`src/rtl/bcd_seg_counter_pkg.sv`:
```
// Shared types, seven-segment constants and a BCD conversion helper for the
// bcd_seg_counter block.
package bcd_seg_counter_pkg;

   typedef logic [3:0] bcd_t;
   typedef logic [6:0] seg_t;

   // Active-high segment patterns, bit order {g,f,e,d,c,b,a}.
   localparam seg_t SEG_0     = 7'b0111111;
   localparam seg_t SEG_1     = 7'b0000110;
   localparam seg_t SEG_2     = 7'b1011011;
   localparam seg_t SEG_3     = 7'b1001111;
   localparam seg_t SEG_4     = 7'b1100110;
   localparam seg_t SEG_5     = 7'b1101101;
   localparam seg_t SEG_6     = 7'b1111101;
   localparam seg_t SEG_7     = 7'b0000111;
   localparam seg_t SEG_8     = 7'b1111111;
   localparam seg_t SEG_9     = 7'b1101111;
   localparam seg_t SEG_BLANK = 7'b0000000;

   // Wide enough for 10**8, the largest modulus an 8-digit counter can have.
   localparam int BCD_W = 40;

   function automatic logic [BCD_W-1:0] to_bcd(input int value);
      int                 v;
      logic [BCD_W-1:0]   r;
      v = value;
      r = '0;
      for (int i = 0; i < BCD_W / 4; i++) begin
         r[i*4 +: 4] = 4'(v % 10);
         v = v / 10;
      end
      return r;
   endfunction

endpackage

```
`src/rtl/bcd_to_seg.sv`:
```
// Combinational BCD digit to seven-segment decoder; non-decimal codes go dark.
module bcd_to_seg
   import bcd_seg_counter_pkg::*;
(
   input  bcd_t digit,
   output seg_t seg
);

   // NOTE: assigning a default before the case keeps every path driven, so no latch is inferred.
   always_comb begin
      seg = SEG_BLANK;
      case (digit)
         4'd0:    seg = SEG_0;
         4'd1:    seg = SEG_1;
         4'd2:    seg = SEG_2;
         4'd3:    seg = SEG_3;
         4'd4:    seg = SEG_4;
         4'd5:    seg = SEG_5;
         4'd6:    seg = SEG_6;
         4'd7:    seg = SEG_7;
         4'd8:    seg = SEG_8;
         4'd9:    seg = SEG_9;
         default: seg = SEG_BLANK;
      endcase
   end

endmodule

```
`src/rtl/bcd_seg_counter.sv`:
```
// Prescaled up/down BCD counter with loadable value and registered seven-segment
// outputs. Define BCD_SEG_COUNTER_LZB_EN to blank leading zero digits.
module bcd_seg_counter
   import bcd_seg_counter_pkg::*;
#(
   parameter int DIGITS   = 2,
   parameter int MODULUS  = 100,
   parameter int PRESCALE = 1
) (
   input  logic                  clk,
   input  logic                  rst,
   input  logic                  en,
   input  logic                  up,
   input  logic                  load,
   input  logic [DIGITS*4-1:0]   load_val,
   output logic [DIGITS*4-1:0]   count,
   output logic [DIGITS*7-1:0]   seg,
   output logic                  wrap
);

   localparam int                 PW       = (PRESCALE > 1) ? $clog2(PRESCALE) : 1;
   localparam logic [PW-1:0]      PRE_LAST = PW'(PRESCALE - 1);
   localparam logic [BCD_W-1:0]   MOD_BCD  = to_bcd(MODULUS);
   localparam logic [BCD_W-1:0]   MAX_BCD  = to_bcd(MODULUS - 1);
   localparam logic [DIGITS*4-1:0] MAX_CNT = MAX_BCD[DIGITS*4-1:0];

   function automatic logic [DIGITS*7-1:0] reset_seg();
      logic [DIGITS*7-1:0] r;
      for (int i = 0; i < DIGITS; i++) begin
`ifdef BCD_SEG_COUNTER_LZB_EN
         r[i*7 +: 7] = (i == 0) ? SEG_0 : SEG_BLANK;
`else
         r[i*7 +: 7] = SEG_0;
`endif
      end
      return r;
   endfunction

   localparam logic [DIGITS*7-1:0] SEG_RST = reset_seg();

   logic [PW-1:0]        presc, presc_d;
   logic [DIGITS*4-1:0]  count_d, count_inc, count_dec;
   logic                 wrap_d, tick, load_ok, carry, borrow;
   logic [DIGITS*7-1:0]  seg_d;
   seg_t                 seg_raw [DIGITS];
`ifdef BCD_SEG_COUNTER_LZB_EN
   logic                 lead;
`endif

   assign tick = en && (presc == PRE_LAST);

   // Decimal carry/borrow ripple: a digit rolls over only while all lower digits did.
   always_comb begin
      count_inc = count;
      count_dec = count;
      carry     = 1'b1;
      borrow    = 1'b1;
      for (int i = 0; i < DIGITS; i++) begin
         if (carry) begin
            if (count[i*4 +: 4] == 4'd9) count_inc[i*4 +: 4] = 4'd0;
            else begin
               count_inc[i*4 +: 4] = count[i*4 +: 4] + 4'd1;
               carry = 1'b0;
            end
         end
         if (borrow) begin
            if (count[i*4 +: 4] == 4'd0) count_dec[i*4 +: 4] = 4'd9;
            else begin
               count_dec[i*4 +: 4] = count[i*4 +: 4] - 4'd1;
               borrow = 1'b0;
            end
         end
      end
   end

   // With every digit decimal, BCD ordering matches numeric ordering.
   always_comb begin
      load_ok = (BCD_W'(load_val) < MOD_BCD);
      for (int i = 0; i < DIGITS; i++)
         if (load_val[i*4 +: 4] > 4'd9) load_ok = 1'b0;
   end

   always_comb begin
      count_d = count;
      presc_d = presc;
      wrap_d  = 1'b0;
      if (load) begin
         count_d = load_ok ? load_val : '0;
         presc_d = '0;
      end else if (en) begin
         if (tick) begin
            presc_d = '0;
            if (up) begin
               if (count == MAX_CNT) begin
                  count_d = '0;
                  wrap_d  = 1'b1;
               end else count_d = count_inc;
            end else begin
               if (count == '0) begin
                  count_d = MAX_CNT;
                  wrap_d  = 1'b1;
               end else count_d = count_dec;
            end
         end else presc_d = presc + 1'b1;
      end
   end

   // Decode the next count so the segment register lands on the same edge as COUNT.
   for (genvar g = 0; g < DIGITS; g++) begin : g_dec
      bcd_to_seg u_dec (
         .digit (count_d[g*4 +: 4]),
         .seg   (seg_raw[g])
      );
   end

   always_comb begin
      seg_d = '0;
`ifdef BCD_SEG_COUNTER_LZB_EN
      lead = 1'b1;
      for (int i = DIGITS - 1; i >= 0; i--) begin
         if (i > 0 && lead && count_d[i*4 +: 4] == 4'd0) seg_d[i*7 +: 7] = SEG_BLANK;
         else begin
            seg_d[i*7 +: 7] = seg_raw[i];
            lead = 1'b0;
         end
      end
`else
      for (int i = 0; i < DIGITS; i++) seg_d[i*7 +: 7] = seg_raw[i];
`endif
   end

   // NOTE: sequential state uses non-blocking assignments so every register samples pre-edge values.
   always_ff @(posedge clk or posedge rst) begin
      if (rst) begin
         presc <= '0;
         count <= '0;
         seg   <= SEG_RST;
         wrap  <= 1'b0;
      end else begin
         presc <= presc_d;
         count <= count_d;
         seg   <= seg_d;
         wrap  <= wrap_d;
      end
   end

endmodule
```
`config.mk`:
```
export PLATFORM = sky130hd
export DESIGN_NAME = bcd_seg_counter
export DESIGN_NICKNAME = d
export VERILOG_FILES = /design/src/rtl/bcd_seg_counter_pkg.sv /design/src/rtl/bcd_to_seg.sv /design/src/rtl/bcd_seg_counter.sv
export SDC_FILE = /design/constraint.sdc
export NUM_CORES = 1
export LEC_CHECK = 0
export CAP_MARGIN = 20
export CORE_MARGIN = 2
export CORE_UTILIZATION = 25
export CTS_CLUSTER_DIAMETER = 40
export CTS_CLUSTER_SIZE = 30
export DETAILED_ROUTE_END_ITERATION = 16
export DONT_BUFFER_PORTS = 1
export GPL_TIMING_DRIVEN = 0
export SYNTH_ARGS = -nofsm -noshare
export SYNTH_HDL_FRONTEND = slang
export SYNTH_SLANG_ARGS = --single-unit
```
`constraint.sdc`:
```
create_clock -name clk -period 2.6 [get_ports clk]
set_input_delay 0.52 -clock clk [delete_from_list [all_inputs] [get_ports clk]]
set_output_delay 0.52 -clock clk [all_outputs]
set_load 0.005 [all_outputs]
```
==> results of run 1 <==
## final cells by class
| class | count | area share, % |
|---|---|---|
| Clock buffer | 4 | 2.61 |
| Tap cell | 96 | 5.69 |
| Buffer | 7 | 1.30 |
| Inverter | 17 | 3.50 |
| Timing Repair Buffer | 7 | 2.49 |
| Sequential cell | 24 | 29.4 |
| Multi-Input combinational cell | 134 | 55.0 |
## critical path, stage by stage, from the launching register on
cell and delay, ns:
dfrtp_2 0.48, inv_1 0.14, ha_4 0.18, or3b_4 0.39, o41a_1 0.42, a221oi_4 0.33
buf_4 0.18, o21ai_0 0.07, o21ai_0 0.11, a22o_1 0.16
## cell usage after synthesis (3+ instances only)
master | number | area [µm²]
mux2_2 | 7 | 78.8
inv_1 | 16 | 60.1
a21oi_1 | 11 | 55.1
mux2i_1 | 6 | 60.1
a21o_1 | 5 | 37.5
dfstp_2 | 12 | 315
a32o_1 | 3 | 30.0
a31oi_1 | 3 | 18.8
dfrtp_1 | 12 | 300
o22ai_1 | 3 | 18.8
and3b_1 | 3 | 26.3
nor2_1 | 7 | 26.3
nor2b_1 | 3 | 18.8
clkbuf_1 | 6 | 22.5
nand2_1 | 8 | 30.0
o21ai_0 | 8 | 40.0
o31ai_1 | 3 | 22.5
ha_1 | 18 | 225
nor3_1 | 8 | 40.0
## logic make-up after synthesis
kind of cell             after synthesis
flip-flops                            24
AND/OR/NAND/NOR                       48
AO/OA/AOI/OAI                         54
adder cells (fa/ha/maj)               18
multiplexers                          13
XOR/XNOR                               1
buffers and inverters                 24
## per-layer routing
layer,GRT usage (%),vias to the layer above,wire length [µm]
met2,18.9,41,2210
met1,14.8,721,1900
met3,3.26,6,298
met4,4.55,0,76
met5,0,-,0
li1,-,687,-
## what timing repair did
item	in CTS	in global routing
endpoints found under the setup margin	13	12
gates resized for setup	12	15
pin swaps	2	5
setup buffers	3	4
## through the flow
step                      TNS, ns  cell area [µm²]
after global routing       -0.129             2110
final                           0             2110
after global placement      -1.52             1910
after CTS                       0             2030
after detailed placement    -1.69             1910
after floorplan                 0             1790
## sequential cells by signal, summed over array words and instances, names as in the netlist
register,count
seg,14
count,8
presc,1
wrap,1
## power by group through the flow
stage / combinational [µW] / sequential [µW] / clock [µW]
floorplan: 305 / 526 / 0
global route: 480 / 560 / 282
global placement: 365 / 554 / 0
CTS: 396 / 548 / 267
finish: 425 / 547 / 257
detailed placement: 368 / 549 / 0
## final timing paths
| path | end | slack, ns | from | cells past startpoint |
|---|---|---|---|---|
| setup / recovery | seg[11]$_DFF_PP1_ | 0.1 | count[0]$_DFF_PP0_ | 9 |
| hold / removal | presc$_DFFE_PP0P_ | 0.31 | en | 1 |
| min in group asynchronous | seg[13]$_DFF_PP0_ | 0.34 | rst | 1 |
| setup reg to reg | seg[11]$_DFF_PP1_ | 0.1 | count[0]$_DFF_PP0_ | 9 |
| max in group asynchronous | count[0]$_DFF_PP0_ | 1.62 | rst | 1 |
| hold reg to reg | presc$_DFFE_PP0P_ | 0.58 | presc$_DFFE_PP0P_ | 1 |
==> out/metrics.yaml, run 1 <==
fin_nets: 225
cts_tree: "done"
sw_frac_of_total_pct: 34.1
path_class: "flop to flop"
cts.path.max_buffers: 2
p_int_uw: 811
clk_pin_slew_ns: 0.09
fin_util_pct: 30.7
die-area_um2: 7850
layout_commonest_cell: "ha_1"
fin_skew_ns: 0.00536
die_w_um: 88.6
max_cap_viol_count: 0
p_leak_uw: 0.000875
synthFlopType: "dfstp_2"
hp-class: "primary input to flop"
whs_ns: 0.307
first_iter_violations: 119
dp_slack_ns: -0.329
max_freq_ghz: 0.400
clock_latency_ns: 0.27
ys_ff_latch: 24
avgRoutedWirePerCell_um: 15.5
multi_input_area_um2: 1160
mostFrequentLayoutCells: "ha_1, inv_1, dfstp_2"
viasPerCell: 5.03
dp.cells: 278
startpoint_type: "flop"
num_rows: 30
stdcell_count: 289
synthAdderAreaFrac_pct: 12.6
end_kind: "flop"
finalWorstSetupSlack_ns: 0.0984
ir_worst_vdd_v: 0.000324
critPathMaxFanout: 8
synth_warnings: 0
synthCells: 182
fin_crit_ns: 2.50
grt_pass1_vias: 1442
dp_hpwl_mm: 3.22
ant_nets: 0
synth_edf_count: 0
nFillCells: 710
dieHeight_um: 88.6
pwr-share-seq_pct: 44.5
regArea_um2: 621
totalWireLength_mm: 4.48
grt-ovfl-total: 0
worst_slew_pin_slew_ns: 0.937
pwr-share-clk_pct: 20.9
start_util_pct: 26.0
ios: 36
synth_fp_nets: 213
clockRootBuffer: "clkbuf_8"
synth-async-reset-ratio_pct: 100
synth-compound-area-share_pct: 22.7
drc: 0
rsz0062_at_grt: "true"
portBuffers: 0
avgSynthCellArea_um2: 9.83
synth_top_family_by_area: "compound AO/OA/AOI/OAI gates"
dr.pass1.iters: 4
grt_pass1_wl_mm: 7.20
finalMaxSlewViolations: 0
p_total_uw: 1230
timing.final.crit_share_pct: 96.2
syn-cell-area_um2: 1790
place_congestion: 0.942
track_usage_pct: 11.7
crit_arrival_ns: 2.71
htree_levels: 1
cts_buffers: 3
finalHoldViolCount: 0
combinationalPowerShare_pct: 34.6
finalSetupViolCount: 0
synthXorXnorAreaFrac_pct: 0.490
power_density_nw_per_um2: 583
antenna_found_initial: 0
power.switching_uw: 419
coreArea_um2: 6870
synth_seq_area_share_pct: 34.4
clock-sinks: 24
layout-drive-gt1-share_pct: 31.6
max_slew_margin_pct: 37.5
vias: 1455
grt_start_max_net_pins: 25
syn2layout_area_growth_pct: 17.9
cts_hold_buf: 0
diodes: 0
status: "finished clean"
synthMuxAreaShare_pct: 7.76
ys_types: 53
yosys.area_share.simple_pct: 16.7
critical_path_required_ns: 2.81
(Power assumes the default switching activity.)
==> inputs of run 2 (changes only) <==
--- a/config.mk
+++ b/config.mk
@@ -7,12 +7,12 @@
 export LEC_CHECK = 0
 export CAP_MARGIN = 20
 export CORE_MARGIN = 2
-export CORE_UTILIZATION = 25
+export CORE_UTILIZATION = 55
 export CTS_CLUSTER_DIAMETER = 40
 export CTS_CLUSTER_SIZE = 30
 export DETAILED_ROUTE_END_ITERATION = 16
 export DONT_BUFFER_PORTS = 1
-export GPL_TIMING_DRIVEN = 0
+export PLACE_DENSITY = 0.73
 export SYNTH_ARGS = -nofsm -noshare
 export SYNTH_HDL_FRONTEND = slang
 export SYNTH_SLANG_ARGS = --single-unit
==> run 2 against run 1 <==
  * Non-clock buffer count increased by 7
  * Global-route usage increased by 13 points
  * Highest routed layer unchanged
  * Clock skew decreased by 0.0016 ns
  * Hold slack got worse by 0.055 ns
  * Die area decreased by 53%
  * Critical endpoint is now seg[7]$_DFF_PP1_
  * Critical path type unchanged
  * Setup slack got worse by 0.012 ns
  * Largest cell class unchanged
  * Clock power decreased by 36%
  * Sequential cell count unchanged
  * Maximum frequency decreased by 0.47%
  * Via count increased by 1.0%
  * Sequential power decreased by 4.8%
  * Routed wire length decreased by 4.8%
==> out/metrics.yaml, run 2 (synthesis results as in run 1) <==
diodes: 0  # unchanged
cpPeakStageDelay_ns: 0.42  # -0.06 ns
p_leak_uw: 0.000911  # +4.1%
avgRoutedWirePerCell_um: 17.6  # +13%
cts_buffers: 3  # unchanged
finalSetupViolCount: 0  # unchanged
die_w_um: 61.0  # -31%
path_class: "flop to flop"
timing.final.crit_share_pct: 96.7  # +0.45 points
clockRootBuffer: "clkbuf_4"
ant_nets: 0  # unchanged
max_cap_viol_count: 0  # unchanged
crit_arrival_ns: 2.79  # +0.08 ns
vias: 1470  # +1.0%
antenna_found_initial: 0  # unchanged
num_rows: 20  # -33%
syn2layout_area_growth_pct: 14.1
ios: 36  # unchanged
regArea_um2: 616  # -0.81%
fin_crit_ns: 2.51  # +0.0117 ns
hp-class: "primary input to flop"
mostFrequentLayoutCells: "buf_4, ha_1, inv_1"
max_freq_ghz: 0.398  # -0.47%
viasPerCell: 6.05  # +20%
finalHoldViolCount: 0  # unchanged
layout-drive-gt1-share_pct: 30.7  # -0.95 points
clk_pin_slew_ns: 0.13  # +0.04 ns
finalWorstSetupSlack_ns: 0.0866  # -0.0117 ns
clock-sinks: 24  # unchanged
max_slew_margin_pct: 39.9  # +2.5 points
coreArea_um2: 3080  # -55%
layout_commonest_cell: "buf_4"
htree_levels: 1  # unchanged
worst_slew_pin_slew_ns: 0.900  # -0.0369 ns
crit_chain: "inv_1 > ha_4 > or3b_4 > o41a_1 > a221oi_4 > nor2_4 > clkinv_4 > mux2i_1 > a21o_1"
dr.pass1.iters: 4  # unchanged
critPathMaxFanout: 8  # unchanged
startpoint_type: "flop"
place_congestion: 0.854  # -9.4%
top_register: "seg"
cpMaxStageDelayCell: "o41a_1"
cts_hold_buf: 0  # unchanged
combinationalPowerShare_pct: 40.3  # +5.7 points
portBuffers: 0  # unchanged
clock_latency_ns: 0.32  # +0.05 ns
fin_skew_ns: 0.00380  # -0.00156 ns
grt_pass1_wl_mm: 6.75  # -6.3%
whs_ns: 0.252  # -0.0549 ns
fin_nets: 232  # +3.1%
grt_pass1_vias: 1455  # +0.90%
grtUsageMet2_pct: 40.9  # +22 points
largest_reg_flops: 14  # unchanged
drc: 0  # unchanged
dp_hpwl_mm: 3.17  # -1.6%
pwr-share-clk_pct: 14.4  # -6.5 points
cp_num_buf_inv: 2  # unchanged
critPathTopFamily: "compound AO/OA/AOI/OAI gates"
dieHeight_um: 61.0  # -31%
p_int_uw: 748  # -7.7%
busiest_layer: "met2"
status: "finished clean"
cts.path.max_buffers: 2  # unchanged
pwr-share-seq_pct: 45.4  # +0.9 points
critical_path_required_ns: 2.87  # +0.06 ns
totalWireLength_mm: 4.27  # -4.8%
grt_use_met3_pct: 5.46  # +2.2 points
grt_start_max_net_pins: 25  # unchanged
top_regs: "seg x14, count x8"
first_iter_violations: 89  # -25%
die-area_um2: 3730  # -53%
track_usage_pct: 24.5  # +13 points
sw_frac_of_total_pct: 34.9  # +0.78 points
power_density_nw_per_um2: 563  # -3.4%
grt-ovfl-total: 0  # unchanged
multi_input_area_um2: 1120  # -3.3%
p_total_uw: 1150  # -6.6%
ir_worst_vdd_v: 0.000348  # +7.5%
nFillCells: 258  # -64%
start_util_pct: 58.1  # +32 points
cts_tree: "done"
met1_usage_pct: 30.9  # +16 points
power.switching_uw: 400  # -4.4%
end_kind: "flop"
dp_slack_ns: 0.000960  # +0.330 ns
finalMaxSlewViolations: 0  # unchanged
-- run 2: cell types whose count changed in the layout (fill, tap and decap cells not counted), moves of 2 or more --
cell / delta
dfrtp_1: +4
clkbuf_4: +3
inv_4: -2
dfrtp_2: -4
a21oi_1: +2
clkbuf_8: -4
o31ai_2: -2
inv_1: +3
clkbuf_1: -6
o31ai_1: +2
a21oi_2: -2
buf_4: +14
-- run 2: layout make-up --
class | count | share of cell area (%)
clock buffers | 3 | 1.10
flip-flops and latches | 24 | 30.2
repair buffers | 21 | 7.73
inverters | 17 | 3.37
multi-input cells | 134 | 54.9
well taps | 44 | 2.70
-- run 2: routing by layer --
metal	up-vias	routed length [µm]
met1	711	1870
met3	10	232
met4	0	116
li1	705	-
met5	-	0
met2	44	2050
-- run 2: worst register-to-register path: stages (launching register included) --
cell and delay [ns]:
dfrtp_1 0.40, inv_1 0.14, ha_4 0.18, or3b_4 0.39, o41a_1 0.42, a221oi_4 0.41, nor2_4 0.11, clkinv_4 0.10
mux2i_1 0.19, a21o_1 0.13
-- run 2: per-stage QoR --
step | setup TNS (ns) | std cells | util (%) | cell area, µm²
after global routing | -0.0130 | 243 | 66.3 | 2040
after floorplan | 0 | 182 | - | 1790
after CTS | 0 | 239 | 63.9 | 1970
after global placement | 0 | 236 | 63.2 | 1940
after detailed placement | 0 | 236 | 63.2 | 1940
final | 0 | 243 | 66.3 | 2040
-- run 2: final timing paths --
check	from	end	slack, ns	cells after the start
min in group asynchronous	rst	seg[13]$_DFF_PP0_	0.27	1
max in group asynchronous	rst	count[1]$_DFF_PP0_	1.79	1
setup reg to reg	count[1]$_DFF_PP0_	seg[7]$_DFF_PP1_	0.09	9
hold / removal	en	presc$_DFFE_PP0P_	0.25	1
setup / recovery	count[1]$_DFF_PP0_	seg[7]$_DFF_PP1_	0.09	9
hold reg to reg	presc$_DFFE_PP0P_	presc$_DFFE_PP0P_	0.58	1
-- run 2: what timing repair did --
| action | 4_1_cts | 5_1_grt |
|---|---|---|
| setup buffers | 0 | 4 |
| gates resized for setup | 1 | 9 |
| pin swaps | 0 | 4 |
| setup endpoints to repair | 1 | 6 |
-- run 2: power by group through the flow --
stage | Combinational, µW | Clock [µW] | Sequential, µW
floorplan | 305 | 0 | 526
global placement | 415 | 0 | 527
detailed placement | 431 | 0 | 526
CTS | 434 | 168 | 523
global route | 508 | 184 | 529
finish | 463 | 165 | 521
